--- config.mk ---
export PLATFORM = sky130hd
export DESIGN_NAME = decode_stage
export DESIGN_NICKNAME = d
export VERILOG_FILES = /design/src/rtl/decode_stage.sv
export SDC_FILE = /design/constraint.sdc
export NUM_CORES = 2
export LEC_CHECK = 0
export ABC_AREA = 1
export CAP_MARGIN = 25
export CELL_PAD_IN_SITES_DETAIL_PLACEMENT = 0
export CELL_PAD_IN_SITES_GLOBAL_PLACEMENT = 1
export CORE_ASPECT_RATIO = 0.8
export CORE_MARGIN = 2
export CORE_UTILIZATION = 45
export DETAILED_ROUTE_END_ITERATION = 16
export PLACE_DENSITY_LB_ADDON = 0.1
export SETUP_SLACK_MARGIN = 0.2
export SLEW_MARGIN = 20
export SYNTH_ARGS = -nofsm -noshare
export SYNTH_HDL_FRONTEND = slang
export SYNTH_SLANG_ARGS = --single-unit
--- constraint.sdc ---
create_clock -name clk -period 1.9 [get_ports clk]
set_input_delay 0.38 -clock clk [delete_from_list [all_inputs] [get_ports clk]]
set_output_delay 0.38 -clock clk [all_outputs]
set_load 0.03 [all_outputs]
--- src/rtl/decode_stage.sv ---
// MIPS32-subset decode stage: register file, instruction decode, load-use hazard
// detection and a single registered output bundle with valid/ready handshaking.
module decode_stage #(
  parameter int unsigned XLEN   = 32,
  parameter int unsigned NREG   = 32,
  parameter int unsigned BYPASS = 1,
  localparam int unsigned AW    = $clog2(NREG)
) (
  input  logic            clk,
  input  logic            rst,
  input  logic            in_valid,
  output logic            in_ready,
  input  logic [31:0]     in_inst,
  input  logic [31:0]     in_pc,
  input  logic            wb_en,
  input  logic [AW-1:0]   wb_addr,
  input  logic [XLEN-1:0] wb_data,
  input  logic            ex_mem_read,
  input  logic [AW-1:0]   ex_dst,
  input  logic            flush,
  output logic            out_valid,
  input  logic            out_ready,
  output logic [31:0]     out_pc,
  output logic [XLEN-1:0] out_rs_data,
  output logic [XLEN-1:0] out_rt_data,
  output logic [XLEN-1:0] out_imm,
  output logic [AW-1:0]   out_dst,
  output logic [10:0]     out_ctrl,
  output logic            out_illegal
);

  logic [XLEN-1:0] rf_q [NREG];

  logic [5:0]    opcode, funct;
  logic [AW-1:0] rs, rt, rd;
  logic [15:0]   imm16;
  logic          unused_shamt;

  assign opcode       = in_inst[31:26];
  assign funct        = in_inst[5:0];
  assign rs           = in_inst[21 +: AW];
  assign rt           = in_inst[16 +: AW];
  assign rd           = in_inst[11 +: AW];
  assign imm16        = in_inst[15:0];
  assign unused_shamt = ^in_inst[10:6];

  always_ff @(posedge clk or negedge rst) begin
    if (!rst) begin
      for (int i = 0; i < int'(NREG); i++) rf_q[i] <= '0;
    end else if (wb_en && wb_addr != '0) begin
      rf_q[wb_addr] <= wb_data;
    end
  end

  logic [XLEN-1:0] rs_data, rt_data;

  always_comb begin
    rs_data = rf_q[rs];
    rt_data = rf_q[rt];
    if (BYPASS != 0 && wb_en && wb_addr == rs) rs_data = wb_data;
    if (BYPASS != 0 && wb_en && wb_addr == rt) rt_data = wb_data;
    if (rs == '0) rs_data = '0;
    if (rt == '0) rt_data = '0;
  end

  // Decode fields that make up out_ctrl
  logic            reg_write, mem_to_reg, mem_write, branch, alu_src, illegal;
  logic [3:0]      alu_control;
  logic [1:0]      reg_dst;
  logic [XLEN-1:0] imm;
  logic [AW-1:0]   dst;
  logic [XLEN-1:0] imm_sext;

  assign imm_sext = {{(XLEN-16){imm16[15]}}, imm16};

  always_comb begin
    reg_write   = 1'b0;
    mem_to_reg  = 1'b0;
    mem_write   = 1'b0;
    branch      = 1'b0;
    alu_src     = 1'b0;
    alu_control = 4'b0000;
    reg_dst     = 2'b00;
    illegal     = 1'b0;
    imm         = '0;
    case (opcode)
      6'b000000: begin
        if (in_inst != 32'h0) begin
          reg_write = 1'b1;
          reg_dst   = 2'b01;
          case (funct)
            6'b100001: alu_control = 4'b0010;
            6'b100011: alu_control = 4'b0110;
            6'b100100: alu_control = 4'b0000;
            6'b100101: alu_control = 4'b0001;
            6'b101010: alu_control = 4'b0111;
            default: begin
              reg_write = 1'b0;
              reg_dst   = 2'b00;
              illegal   = 1'b1;
            end
          endcase
        end
      end
      6'b001001: begin
        reg_write   = 1'b1;
        alu_src     = 1'b1;
        alu_control = 4'b0010;
        imm         = imm_sext;
      end
      6'b001100: begin
        reg_write   = 1'b1;
        alu_src     = 1'b1;
        alu_control = 4'b0000;
        imm[15:0]   = imm16;
      end
      6'b001101: begin
        reg_write   = 1'b1;
        alu_src     = 1'b1;
        alu_control = 4'b0001;
        imm[15:0]   = imm16;
      end
      6'b001111: begin
        reg_write   = 1'b1;
        alu_src     = 1'b1;
        alu_control = 4'b1000;
        imm[31:0]   = {imm16, 16'h0000};
      end
      6'b100011: begin
        reg_write   = 1'b1;
        mem_to_reg  = 1'b1;
        alu_src     = 1'b1;
        alu_control = 4'b0010;
        imm         = imm_sext;
      end
      6'b101011: begin
        mem_write   = 1'b1;
        alu_src     = 1'b1;
        alu_control = 4'b0010;
        imm         = imm_sext;
      end
      6'b000100: begin
        branch      = 1'b1;
        alu_control = 4'b0110;
        imm         = imm_sext;
      end
      default: illegal = 1'b1;
    endcase
    if (!reg_write)            dst = '0;
    else if (reg_dst == 2'b01) dst = rd;
    else                       dst = rt;
  end

  // Load-use hazard: rt only matters for instructions that actually read it
  logic rt_read, hazard, accept;

  assign rt_read  = (opcode == 6'b000000) || (opcode == 6'b101011) || (opcode == 6'b000100);
  assign hazard   = in_valid && ex_mem_read && ex_dst != '0 &&
                    (ex_dst == rs || (rt_read && ex_dst == rt));
  assign in_ready = rst && !flush && !hazard && (!out_valid || out_ready);
  assign accept   = in_valid && in_ready;

  always_ff @(posedge clk or negedge rst) begin
    if (!rst) begin
      out_valid   <= 1'b0;
      out_pc      <= '0;
      out_rs_data <= '0;
      out_rt_data <= '0;
      out_imm     <= '0;
      out_dst     <= '0;
      out_ctrl    <= '0;
      out_illegal <= 1'b0;
    end else begin
      if (flush)          out_valid <= 1'b0;
      else if (accept)    out_valid <= 1'b1;
      else if (out_ready) out_valid <= 1'b0;
      if (accept) begin
        out_pc      <= in_pc;
        out_rs_data <= rs_data;
        out_rt_data <= rt_data;
        out_imm     <= imm;
        out_dst     <= dst;
        out_ctrl    <= {reg_write, mem_to_reg, mem_write, branch, alu_control, alu_src, reg_dst};
        out_illegal <= illegal;
      end
    end
  end

endmodule

==> run metrics <==
fin crit period roughly 2300 ps; Setup CP Type reg2out; run status finished, violations left; Total Routing Usage GR 38.24%; global-route wire length before repair about 420000 um; Post-synth EDFFs 0; Max Slew Vio Count 0; clock skew approximately 26 ps; Async S/R FF share, synth 100.0%; core footprint between 0.1 and 0.15 mm2; DR iter-0 viols 8776; Tightest Hold Check Type in2reg; nets between 9000 and 10000; Worst slew margin 39.03%; die area around 0.15 mm2; CTS root buf clkbuf_16; worst-margin pin slew just over 900 ps; Power Dens Cells between 900 and 1000 mW/mm2; WL final between 200000 and 300000 um; Critical Path Max Stage Delay 370 ps; yosys warns 0; Multi-input gate area roughly 0.03 mm2; failing checks negative setup slack; Synth Net Count ~9300; Detail Placement HPWL between 150000 and 200000 um; Synth Flop Type dfrtp_1; top cells by area, synth dfrtp_1, nand2_1, o21ai_0; slowest library cell on the worst path dfrtp_1; Synth area leader dfrtp_1; leakage approximately 40 nW; Avg Inst Size Synth between 7 and 8 um2; Max H-tree Level 4; crit-path cells inv_1 > nor2_2 > nor3b_2 > buf_4 > a21boi_2 > buf_6; post-synth cell types 32; Top delay family on crit path flip-flops; CTS tree done; drt pass-1 iters 8; Design Power between 0.07 and 0.08 W; sequential share of the synthesized area a little under half; share of cells above drive strength 1 between 10% and 20%; # fillers between 10000 and 15000; initial antenna violation count 8; unrepaired setup endpoints after global routing true; Synth top area share between 40 and 50%; vias per cell 5.800; critical path data arrival time between 1500 and 2000 ps; Mapped Cells 9144; Required @ worst endpoint ~1500 ps; Synth-to-Final Area Change 27.77%; worst skew pair latency about 800 ps; register area just under 0.03 mm2; Worst Setup End Kind output port; worst-path fanout max 2; die width 427.6 um; RePlAce Congestion 0.9212; Final WS setup -422.7 ps; Remaining Overflow, GRT 0; Fin. Hold Viols 0; Vias roughly 68000; worst path buffer plus inverter count 3; Starting Density a little under half; PortBufs roughly 260; Num Clock Sinks roughly 1200; max frequency roughly 430 MHz; max_cap viols 0; Max IR drop VDD a little under 0.0007 V; drt drc 0; remaining antenna violation count after routing 0; post-layout util 57.81%; Final period util 122.2%; floorplan row count 124; largest net degree at the start of global routing 120; top-count cell post-synth nand2_1; die height 342.9 um; number of global-route vias before repair between 60000 and 70000; CP Launch Type register; drt wl/cell 24.73 um; dpl ws -625.2 ps; final setup vio count ~130; Max clock buf depth 3; clock slew at reported path FFs 60 ps; I/O Pins between 200 and 300; synth cell count leaders nand2_1, o21ai_0, dfrtp_1; synthesized cell area 0.06459 mm2; Fin Hold WS roughly 140 ps; Seq cells post-synth around 1200; cts bufs inserted approximately 130
-- worst reg2reg max path, cell delays in order, from the launching register on --
cell and delay, ps:
dfrtp_1 370, inv_1 60, nor2_2 40, nor3b_2 200, buf_4 160, buf_4 100, buf_4 100, buf_6 90
nand3_4 80, buf_12 160, nor2_4 130, buf_12 170, buf_12 130, buf_16 160, nand2_4 60, nand2_1 50
-- area by class of cell --
type / instances / area share, %
Clock inverter: 24 / 0.1850
Inverter: 778 / 3.606
Multi-Input combinational cell: 6402 / 36.74
Clock buffer: 204 / 4.975
Antenna cell: 3 / 0.009098
Sequential cell: 1169 / 35.47
Timing Repair Buffer: 1173 / 16.15
Tap cell: 1890 / 2.866
-- cell families after synthesis --
kind of cell    synth area share (%)
other cells                 0.005806
flops                          45.29
xor+xnor                     0.08136
compound gates                 16.51
buf+inv                        9.570
simple gates                   28.54
-- where the power goes --
part | internal [W] | switching (W) | total, W
Sequential | 0.0295 | 0.00315 | 0.0327
Combinational | 0.00757 | 0.0116 | 0.0191
Clock | 0.0149 | 0.0110 | 0.0259
-- through the flow --
stage	cell area, um2	TNS (ps)	instances
2_1_floorplan	64750	0	9144
3_3_place_gp	75220	-425980	11266
3_5_place_dp	75220	-443130	11266
4_1_cts	80380	-945.6	11551
5_1_grt	82520	-23660	11642
6_report	82520	-13010	11643
-- routing by layer --
layer,vias to the layer above,wire length [um],global-route usage (%)
met5,-,12,0
met3,628,29080,6.893
li1,30675,-,-
met1,32558,123300,55.72
met2,3669,123900,56.75
met4,2,11640,13.94
-- path summary, 6_finish.rpt --
path | endpoint | cells after the start | slack (ps) | start
min reg2reg | rf_q[993] | 0 | 400 | rf_q[993]
min in group asynchronous | rf_q[907] | 3 | 250 | rst
min | out_pc[6] | 3 | 140 | in_pc[6]
max reg2reg | out_rt_data[1] | 15 | -210 | out_valid
max | in_ready | 6 | -420 | out_valid
max in group asynchronous | out_rs_data[24] | 5 | 550 | rst
-- flip-flops by register name, indices dropped and copies added, names as in the netlist --
| signal | count |
|---|---|
| out_rs_data | 32 |
| out_valid | 1 |
| out_dst | 5 |
| out_ctrl | 10 |
| out_rt_data | 32 |
| out_illegal | 1 |
| rf_q | 1024 |
| out_pc | 32 |
| out_imm | 32 |
-- placed cells by master (no fill, tap or decap), types with 13 or more instances in the layout --
cell,n
nand2_2,129
nor2_4,13
clkbuf_16,163
dfrtp_2,16
clkbuf_1,29
buf_12,242
nand4_1,39
nand2_4,83
o211ai_1,397
dfrtp_1,1153
nand2_1,2788
clkinv_2,22
a21oi_1,281
nor2_1,316
buf_4,626
inv_1,762
buf_6,157
nand3_1,1007
or2_2,65
o21ai_1,34
clkbuf_8,35
o21ai_2,28
o21ai_0,1176
clkdlybuf4s50_1,101
-- what timing repair did --
action / in CTS / in global routing
pin swaps: 3 / 56
hold endpoints to repair: 432 / 0
setup buffers: 53 / 58
cloned: 3 / 31
hold buffers: 1 / 0
gates resized for setup: 1078 / 345
endpoints found under the setup margin: 173 / 340
No activity file was read; power rests on OpenSTA's default activity.
